## config.mk

```make
export PLATFORM = sky130hd
export DESIGN_NAME = fifo_eth_pack
export DESIGN_NICKNAME = d
export VERILOG_FILES = /design/src/rtl/fifo_eth_pack.sv
export SDC_FILE = /design/constraint.sdc
export NUM_CORES = 1
export LEC_CHECK = 0
export BUFFER_PORTS_ARGS = -buffer_cell sky130_fd_sc_hd__buf_4
export CORE_ASPECT_RATIO = 1.4
export CORE_UTILIZATION = 50
export CTS_CLUSTER_DIAMETER = 60
export DETAILED_ROUTE_END_ITERATION = 7
export PLACE_DENSITY = 0.69
export SYNTH_ARGS = -nofsm -noshare
export SYNTH_HDL_FRONTEND = slang
export SYNTH_SLANG_ARGS = --single-unit
```

## constraint.sdc

```tcl
create_clock -name clk_i -period 3.5 [get_ports clk_i]
set_input_delay 0.175 -clock clk_i [delete_from_list [all_inputs] [get_ports clk_i]]
set_output_delay 0.175 -clock clk_i [all_outputs]
set_load 0.01 [all_outputs]
```

## src/rtl/fifo_eth_pack.sv

```systemverilog
// ---------------------------------------------------------------------------
// fifo_eth_pack
//
// Reader side of the ADC capture path. On each frame start it drains
// channels 0..cnt-1 of the ADC FIFO bank and emits one Ethernet payload
// frame as a byte stream:
//   HDR0, HDR1, rx_len bytes per channel, then zero padding up to eth_tx_len.
// Frames are never truncated. If the header plus payload exceeds eth_tx_len,
// len_err_o is raised and stays set until the next frame start.
//
// Ports
//   clk_i            system clock (sys_clk)
//   rst_ni           asynchronous active-low reset
//   fs_i             frame start level; a rising edge seen in IDLE starts a frame
//   fd_o             frame done, held in DONE until fs_i drops
//   adc_rx_len_i     bytes taken from each FIFO per frame
//   eth_tx_len_i     minimum frame length in bytes, header included
//   adc_cnt_i        number of FIFOs to drain (clamped to NCH)
//   fifo_sel_o       index of the FIFO being drained
//   fifo_rd_en_o     pop strobe for the selected FIFO
//   fifo_rd_data_i   head word of the selected FIFO (first-word-fall-through)
//   fifo_empty_i     selected FIFO is empty
//   tx_data_o        output byte
//   tx_valid_o       tx_data_o is valid
//   tx_ready_i       downstream accepts the byte
//   tx_last_o        final byte of the frame
//   len_err_o        header plus payload exceeded eth_tx_len
//
// States
//   IDLE | waiting for a rising edge on fs_i
//   HEAD | emitting the two header bytes
//   DATA | popping rx_len bytes from each selected FIFO
//   PAD  | emitting zero bytes up to the frame length
//   DONE | fd_o high; waits for the last byte to drain and fs_i low
// ---------------------------------------------------------------------------
module fifo_eth_pack #(
  parameter int unsigned    NCH  = 8,
  parameter logic [7:0]     HDR0 = 8'h55,
  parameter logic [7:0]     HDR1 = 8'hAA
) (
  input  logic        clk_i,
  input  logic        rst_ni,
  input  logic        fs_i,
  output logic        fd_o,
  input  logic [9:0]  adc_rx_len_i,
  input  logic [11:0] eth_tx_len_i,
  input  logic [7:0]  adc_cnt_i,
  output logic [2:0]  fifo_sel_o,
  output logic        fifo_rd_en_o,
  input  logic [7:0]  fifo_rd_data_i,
  input  logic        fifo_empty_i,
  output logic [7:0]  tx_data_o,
  output logic        tx_valid_o,
  input  logic        tx_ready_i,
  output logic        tx_last_o,
  output logic        len_err_o
);

  typedef enum logic [2:0] {
    S_IDLE = 3'd0,
    S_HEAD = 3'd1,
    S_DATA = 3'd2,
    S_PAD  = 3'd3,
    S_DONE = 3'd4
  } state_t;

  state_t state_q, state_d;

  // frame snapshot
  logic [9:0]  rx_len_q,    rx_len_d;
  logic [3:0]  cnt_q,       cnt_d;
  logic [13:0] frame_len_q, frame_len_d;
  logic        len_err_q,   len_err_d;

  // counters
  logic [13:0] byte_cnt_q,  byte_cnt_d;
  logic [11:0] ch_byte_q,   ch_byte_d;
  logic [2:0]  ch_q,        ch_d;
  logic        hdr_sel_q,   hdr_sel_d;

  // one-deep output register
  logic [7:0]  tx_data_q,   tx_data_d;
  logic        tx_valid_q,  tx_valid_d;
  logic        tx_last_q,   tx_last_d;

  logic        fs_q;

  // frame-start geometry, evaluated from the live configuration bus
  logic [3:0]  cnt_in;
  logic [13:0] need_in;
  logic [13:0] tx_len_in;

  // control strobes
  logic        load;
  logic        frame_start;
  logic        byte_last;
  logic        ch_end;
  logic        ch_final;
  logic        rd_fire;
  logic        emit;
  logic [7:0]  emit_data;

  always_comb begin
    if (adc_cnt_i > 8'(NCH)) cnt_in = 4'(NCH);
    else                     cnt_in = adc_cnt_i[3:0];
  end

  // 8 channels x 1023 bytes + 2 header bytes fits in 14 bits
  assign need_in   = 14'd2 + ({10'd0, cnt_in} * {4'd0, adc_rx_len_i});
  assign tx_len_in = {2'b00, eth_tx_len_i};

  // the output register may take a new byte when empty or being drained
  assign load        = !tx_valid_q || tx_ready_i;
  assign frame_start = (state_q == S_IDLE) && fs_i && !fs_q;
  assign byte_last   = (byte_cnt_q + 14'd1) == frame_len_q;
  assign ch_end      = ch_byte_q == ({2'b00, rx_len_q} - 12'd1);
  assign ch_final    = {1'b0, ch_q} == (cnt_q - 4'd1);
  // pop and load happen in the same cycle from the fall-through head word
  assign rd_fire     = load && (state_q == S_DATA) && !fifo_empty_i;

  // state register
  always_ff @(posedge clk_i or negedge rst_ni) begin
    if (!rst_ni) state_q <= S_IDLE;
    else         state_q <= state_d;
  end

  // next-state logic
  always_comb begin
    state_d = state_q;
    unique case (state_q)
      S_IDLE: begin
        if (frame_start) state_d = S_HEAD;
      end
      S_HEAD: begin
        if (load && hdr_sel_q) begin
          if (byte_last)                              state_d = S_DONE;
          else if (cnt_q == 4'd0 || rx_len_q == 10'd0) state_d = S_PAD;
          else                                        state_d = S_DATA;
        end
      end
      S_DATA: begin
        if (rd_fire && ch_end && ch_final) begin
          if (byte_last) state_d = S_DONE;
          else           state_d = S_PAD;
        end
      end
      S_PAD: begin
        if (load && byte_last) state_d = S_DONE;
      end
      S_DONE: begin
        // the final byte must have left the output register
        if (load && !fs_i) state_d = S_IDLE;
      end
      default: state_d = S_IDLE;
    endcase
  end

  // output and datapath logic
  always_comb begin
    rx_len_d    = rx_len_q;
    cnt_d       = cnt_q;
    frame_len_d = frame_len_q;
    len_err_d   = len_err_q;
    byte_cnt_d  = byte_cnt_q;
    ch_byte_d   = ch_byte_q;
    ch_d        = ch_q;
    hdr_sel_d   = hdr_sel_q;
    tx_data_d   = tx_data_q;
    tx_valid_d  = tx_valid_q;
    tx_last_d   = tx_last_q;
    emit        = 1'b0;
    emit_data   = 8'h00;

    unique case (state_q)
      S_IDLE: begin
        if (frame_start) begin
          rx_len_d    = adc_rx_len_i;
          cnt_d       = cnt_in;
          frame_len_d = (need_in > tx_len_in) ? need_in : tx_len_in;
          len_err_d   = need_in > tx_len_in;
          byte_cnt_d  = 14'd0;
          ch_byte_d   = 12'd0;
          ch_d        = 3'd0;
          hdr_sel_d   = 1'b0;
        end
      end
      S_HEAD: begin
        if (load) begin
          emit      = 1'b1;
          emit_data = hdr_sel_q ? HDR1 : HDR0;
          hdr_sel_d = 1'b1;
        end
      end
      S_DATA: begin
        if (rd_fire) begin
          emit      = 1'b1;
          emit_data = fifo_rd_data_i;
          if (ch_end) begin
            ch_byte_d = 12'd0;
            // stay on the last channel so the select never exceeds NCH-1
            if (!ch_final) ch_d = ch_q + 3'd1;
          end else begin
            ch_byte_d = ch_byte_q + 12'd1;
          end
        end
      end
      S_PAD: begin
        if (load) begin
          emit      = 1'b1;
          emit_data = 8'h00;
        end
      end
      default: ;
    endcase

    if (load) begin
      tx_valid_d = emit;
      tx_last_d  = emit && byte_last;
      if (emit) begin
        tx_data_d  = emit_data;
        byte_cnt_d = byte_cnt_q + 14'd1;
      end
    end
  end

  // datapath registers
  always_ff @(posedge clk_i or negedge rst_ni) begin
    if (!rst_ni) begin
      fs_q        <= 1'b0;
      rx_len_q    <= 10'd0;
      cnt_q       <= 4'd0;
      frame_len_q <= 14'd0;
      len_err_q   <= 1'b0;
      byte_cnt_q  <= 14'd0;
      ch_byte_q   <= 12'd0;
      ch_q        <= 3'd0;
      hdr_sel_q   <= 1'b0;
      tx_data_q   <= 8'h00;
      tx_valid_q  <= 1'b0;
      tx_last_q   <= 1'b0;
    end else begin
      fs_q        <= fs_i;
      rx_len_q    <= rx_len_d;
      cnt_q       <= cnt_d;
      frame_len_q <= frame_len_d;
      len_err_q   <= len_err_d;
      byte_cnt_q  <= byte_cnt_d;
      ch_byte_q   <= ch_byte_d;
      ch_q        <= ch_d;
      hdr_sel_q   <= hdr_sel_d;
      tx_data_q   <= tx_data_d;
      tx_valid_q  <= tx_valid_d;
      tx_last_q   <= tx_last_d;
    end
  end

  assign fd_o         = (state_q == S_DONE);
  assign fifo_sel_o   = ch_q;
  assign fifo_rd_en_o = rd_fire;
  assign tx_data_o    = tx_data_q;
  assign tx_valid_o   = tx_valid_q;
  assign tx_last_o    = tx_last_q;
  assign len_err_o    = len_err_q;

endmodule

```

==> impl_metrics.yaml, run 1 <==
status:
  run_status: "complete, but fails checks"
  violations: "negative hold slack, negative setup slack"
global_routing:
  grt_overflow: 0
  grt_pass1_vias: 6278
  grt_util_all_layers: 0.283
  grt_start_max_net_pins: 74
  grt_pass1_wl_mm: 28.5
  antenna_found_initial: 0
clocking:
  clock-sinks: 73
  cts_buffer_depth: 2
  clk-insertion-delay-late_ps: 340
  cts-root-buf: "clkbuf_16"
  path_clk_slew_ps: 50
  htreeDepth: 3
  tritoncts: "built"
  cts_buffers: 9
critical_path:
  cp.arrival_ps: 5100
  slowest_delay_ps: 550
  path_class: "in2reg"
  critical_path_required_ps: 3700
  cp-end-kind: "flip-flop"
  slowest_stage: "or4_4"
  start_kind: "input port"
  cp_num_buf_inv: 8
  crit_family: "adder cells"
  crit_top_cell: "buf_6"
  worstPathMaxFanout: 4
synth:
  netlist_instances: 748
  avgSynthCellArea_sq_um: 8.21
  yosysTopAreaCellShare: 0.297
  synthesis.nets: 843
  ys_types: 69
  ys_warn_count: 0
  yosysSeqAreaShare: 0.297
  syn_area_sq_um: 6140
  synthArstFlopShare: 1.00
  synth_top_area_cell: "dfrtp_1"
  synth.area.top_cells: "dfrtp_1 30%, ha_1 7.3%, fa_1 5.2%, nand2_1 5.1%, o21ai_0 4.6%"
  ys.flop_type: "dfrtp_1"
  synth_edf_count: 0
  synth-seq-cells: 73
min_path:
  hold_path.class: "in2async"
final_layout:
  final_cells: 1056
  final_area_sq_um: 8620
  nFillCells: 877
  fin_nets: 1000
  antenna_cells: 0
  area_delta_synth_final_pct: 40.3
  drive_gt1_frac: 0.332
  regArea_sq_um: 1830
  multi_input_area_sq_um: 4550
sta:
  hold_ws_ps: -44.6
  hold_viol: 38
  worst_slack_ps: -1400
  maxSlewHeadroom: 0.386
  tightest_slew_ps: 921
  fin_skew_ps: 6.23
  period_share: 1.40
  final_max_slew_viol_count: 0
  max_freq_mhz: 204
  layout_min_cycle_time_ps: 4900
  setup_viol: 15
  rsz0062_at_grt: "yes"
detailed_routing:
  wirelength_mm: 17.7
  drt_iter0_drc: 245
  drc: 0
  wl_per_cell_microns: 16.8
  drt_pass1_iterations: 5
  vias_per_cell: 5.91
  num_vias: 6242
  ant_nets: 0
power_and_ir_drop:
  p_per_area_nw_per_um2: 475
  p_total_mw: 4.09
  power_leakage_nw: 4.06
  ir_drop_mv: 0.288
run:
  maxCapViolCount: 0
placement:
  dp.cells: 1013
  globalplace.congestion: 0.886
  dp_hpwl_mm: 12.7
  placed_area_sq_um: 7560
  portBuffers: 58
floorplan:
  core_sq_um: 11900
  initial_core_util: 0.517
  die_area_sq_um: 12700
  io_pins: 59
  chipHeight_microns: 133
  num_rows: 47
  die_w_microns: 95.7
flip-flops by register name (all words and copies together) (netlist names):
name	flops
fifo_sel_o	3
rx_len_q	10
ch_byte_q	12
tx_data_o	8
tx_last_o	1
byte_cnt_q	14
hdr_sel_q	1
state_q	3
cnt_q	4
frame_len_q	14
fs_q	1
len_err_o	1
tx_valid_o	1
layout by cell type, fill, tap and decap left out, types with 21 or more instances in the layout:
cell type,n
a21oi_1,21
and3_1,23
buf_4,162
dfrtp_1,73
ha_1,27
inv_1,40
nand2_1,82
nand3_1,21
nor2_1,53
o21ai_0,52
xnor2_1,23
layout make-up:
type / count / area share
clock buffers: 9 / 0.0261
multi-input cells: 585 / 0.528
repair buffers: 186 / 0.179
inverters: 50 / 0.0218
flip-flops and latches: 73 / 0.212
well taps: 147 / 0.0213
clock inverters: 6 / 0.0125
layer usage:
| layer | routed length [microns] | up-vias | share of wire | track usage |
|---|---|---|---|---|
| met5 | 0 | - | 0 | 0 |
| met4 | 553 | 0 | 0.031 | 0.114 |
| met3 | 671 | 46 | 0.038 | 0.0434 |
| met2 | 9480 | 185 | 0.54 | 0.515 |
| met1 | 7010 | 3029 | 0.40 | 0.324 |
| li1 | - | 2982 | - | - |
synthesized netlist by cell type (all sizes together) (4+ instances only):
| cell | count |
|---|---|
| nand2 | 84 |
| dfrtp | 73 |
| nor2 | 58 |
| o21ai | 58 |
| inv | 50 |
| ha | 36 |
| clkbuf | 33 |
| a21oi | 28 |
| xnor2 | 28 |
| nand3 | 27 |
| nor3 | 27 |
| and3 | 26 |
| o31ai | 21 |
| nand4 | 19 |
| nor2b | 17 |
| xor2 | 17 |
| fa | 16 |
| a31oi | 13 |
| nand2b | 10 |
| a211oi | 9 |
| nor4 | 8 |
| or3 | 8 |
| buf | 7 |
| a21o | 6 |
| and2 | 5 |
| or4 | 5 |
| o21a | 4 |
power breakdown:
group          internal [mW]  total [mW]  switching, mW
Clock                  0.689        1.04          0.348
Combinational          0.792        1.77          0.979
Sequential              1.03        1.29          0.252
Total                   2.52        4.09           1.58
path summary, 6_finish.rpt:
path | end | slack, ps | cells past startpoint | start
worst max register to register | state_q[0] | 510 | 9 | rx_len_q[0]
min in group clk_i | tx_data_o[0] | 120 | 3 | fifo_rd_data_i[0]
worst min-delay path | ch_byte_q[5] | -40 | 1 | rst_ni
worst max-delay path | frame_len_q[0] | -1400 | 25 | adc_cnt_i[4]
worst min register to register | tx_data_o[0] | 490 | 2 | tx_data_o[0]
max in group asynchronous | frame_len_q[3] | 2920 | 1 | rst_ni
cells by family after synthesis:
family / after synthesis / share of synthesized area
simple gates: 307 / 0.255
compound gates: 177 / 0.194
buf+inv: 90 / 0.0572
flops: 73 / 0.297
fa+ha+maj: 52 / 0.125
xor+xnor: 45 / 0.0642
mux: 4 / 0.00672
per-stage QoR:
step	hold WS [ps]	setup TNS [ps]	setup slack, ps	util
after CTS	10.7	-16110	-1190	0.703
after global placement	314	-23220	-1680	0.637
after floorplan	-121	-16660	-1260	-
after global routing	42.7	-20930	-1530	0.726
after detailed placement	315	-25460	-1880	0.637
final	-44.6	-19060	-1400	0.726
repair_timing:
item | in CTS | in global routing
endpoints found under the setup margin | 15 | 15
pin swaps | 13 | 48
hold buffers | 1 | 0
gates resized for setup | 55 | 42
gates cloned | 2 | 0
buffers inserted | 17 | 11
endpoints found under the hold margin | 1 | 0
Power figures use the tool's default switching activity.
==> inputs of run 2 (changes only) <==
Settings changed: CORE_UTILIZATION 50 to 45, GPL_TIMING_DRIVEN set to 0, PLACE_DENSITY 0.69 to not set.
==> impl_metrics.yaml, run 2 (synthesized netlist as in run 1, its figures left out) <==
status:
  run_status: "complete, but fails checks"
  violations: "negative hold slack, negative setup slack"
global_routing:
  grt_util_all_layers: 0.263
  grt_pass1_vias: 6142
  grt_start_max_net_pins: 74
  antenna_found_initial: 0
  grt_overflow: 0
  grt_pass1_wl_mm: 29.5
power_and_ir_drop:
  intPower_mw: 2.42
  clkPwrFrac: 0.245
  p_sw_mw: 1.61
  p_per_area_nw_per_um2: 492
  power_leakage_nw: 3.71
  swShare: 0.400
  seq_power_share: 0.306
  ir_drop_mv: 0.274
  comb_power_share: 0.449
sta:
  hold_ws_ps: -26.0
  rsz0062_at_grt: "yes"
  max_freq_mhz: 202
  maxSlewHeadroom: 0.336
  worst_slack_ps: -1440
  fin_skew_ps: 8.84
  setup_viol: 15
  tns_ps: -19290
  final_max_slew_viol_count: 0
  period_share: 1.41
  layout_min_cycle_time_ps: 4940
  tightest_slew_ps: 997
  hold_viol: 25
floorplan:
  die_w_microns: 101
  io_pins: 59
  core_sq_um: 13300
  num_rows: 50
  chipHeight_microns: 140
  initial_core_util: 0.461
  die_area_sq_um: 14100
critical_path:
  critical_path_required_ps: 3760
  cp.arrival_ps: 5200
  cp_num_buf_inv: 8
  start_kind: "input port"
  crit_top_cell: "buf_6"
  crit_family: "adder cells"
  path_class: "in2reg"
  slowest_delay_ps: 540
  worstPathMaxFanout: 5
  slowest_stage: "or4_4"
  cp-end-kind: "flip-flop"
run:
  maxCapViolCount: 0
clocking:
  htreeDepth: 3
  clock-sinks: 73
  clk-insertion-delay-late_ps: 340
  cts-root-buf: "clkbuf_16"
  cts_buffers: 9
  path_clk_slew_ps: 60
  tritoncts: "built"
  cts_buffer_depth: 2
detailed_routing:
  wirelength_mm: 17.8
  num_vias: 6019
  wl_per_cell_microns: 17.0
  drt_pass1_iterations: 5
  vias_per_cell: 5.76
  drt_iter0_drc: 289
  ant_nets: 0
  drc: 0
final_layout:
  top_regs: "byte_cnt_q: 14 flops, frame_len_q: 14 flops, ch_byte_q: 12 flops"
  final_util: 0.615
  fin_nets: 953
  final_common_cell: "buf_4"
  final_area_sq_um: 8190
  nFillCells: 1209
  drive_gt1_frac: 0.262
  area_delta_synth_final_pct: 33.4
  final_cell_mix: "86 x buf_4, 82 x nand2_1, 73 x dfrtp_1"
  antenna_cells: 0
min_path:
  hold_path.class: "in2async"
placement:
  globalplace.congestion: 0.884
  portBuffers: 58
  dp_hpwl_mm: 12.8
  place_ws_ps: -2110
  placed_area_sq_um: 7030
## run 2: changes by cell type in the layout (fill, tap and decap cells not counted), sizes merged
cell      change
clkinvlp      +1
bufinv        -1
clkbuf       +29
inv           +1
buf          -76
## run 2: path summary, 6_finish.rpt
| check | start | depth (start not counted) | endpoint | slack [ps] |
|---|---|---|---|---|
| worst max register to register | byte_cnt_q[0] | 8 | state_q[0] | 450 |
| worst max-delay path | adc_cnt_i[7] | 25 | frame_len_q[0] | -1440 |
| worst min register to register | tx_last_o | 2 | tx_last_o | 490 |
| worst min-delay path | rst_ni | 1 | tx_data_o[7] | -30 |
| max in group asynchronous | rst_ni | 1 | rx_len_q[0] | 2920 |
| min in group clk_i | adc_rx_len_i[7] | 3 | rx_len_q[7] | 80 |
## run 2: layout make-up
class | instances | area [sq um] | area share
sequential | 73 | 1830 | 0.223
multi-input combinational | 585 | 4580 | 0.558
clock inverter | 7 | 93.8 | 0.0115
tap | 182 | 228 | 0.0278
clock buffer | 9 | 225 | 0.0275
timing repair buffer | 100 | 825 | 0.101
buffer | 39 | 233 | 0.0284
inverter | 50 | 188 | 0.0229
## run 2: worst register-to-register path: cells and delay by family (launching register included)
kind,cells,cell delay (ps)
and+or+nand+nor,4,1530
AOI/OAI and AO/OA,2,480
DFF,1,440
adders and majority gates,1,310
xor gates and xnor gates,1,180
## run 2: power groups by stage
| stage | sequential (mW) | clock, mW | combinational (mW) |
|---|---|---|---|
| 2_1_floorplan | 1.20 | 0 | 1.24 |
| 3_3_place_gp | 1.24 | 0 | 1.63 |
| 5_1_grt | 1.26 | 1.05 | 2.01 |
| 6_report | 1.23 | 0.988 | 1.81 |
| 4_1_cts | 1.23 | 1.00 | 1.78 |
| 3_5_place_dp | 1.24 | 0 | 1.66 |
## run 2: repair_timing
action                                  in CTS  in global routing
pin swaps                                   50                 34
buffers inserted                            34                  7
endpoints found under the setup margin      15                 15
endpoints found under the hold margin        1                  0
resized for setup                           67                 32
hold buffers                                 1                  0
gates cloned                                 2                  1
## run 2: through the flow
stage / instances / total power [mW]
finish: 1045 / 4.03
detailed placement: 988 / 2.91
floorplan: 748 / 2.44
global route: 1045 / 4.31
global placement: 988 / 2.86
CTS: 1040 / 4.01
## run 2: routing by layer
layer	up-vias	routed length (microns)	global-route usage	part of all wire
met5	-	0	0	0
met3	50	633	0.0324	0.036
met1	2925	7150	0.308	0.40
met2	165	9230	0.464	0.52
met4	0	796	0.139	0.045
li1	2879	-	-	-
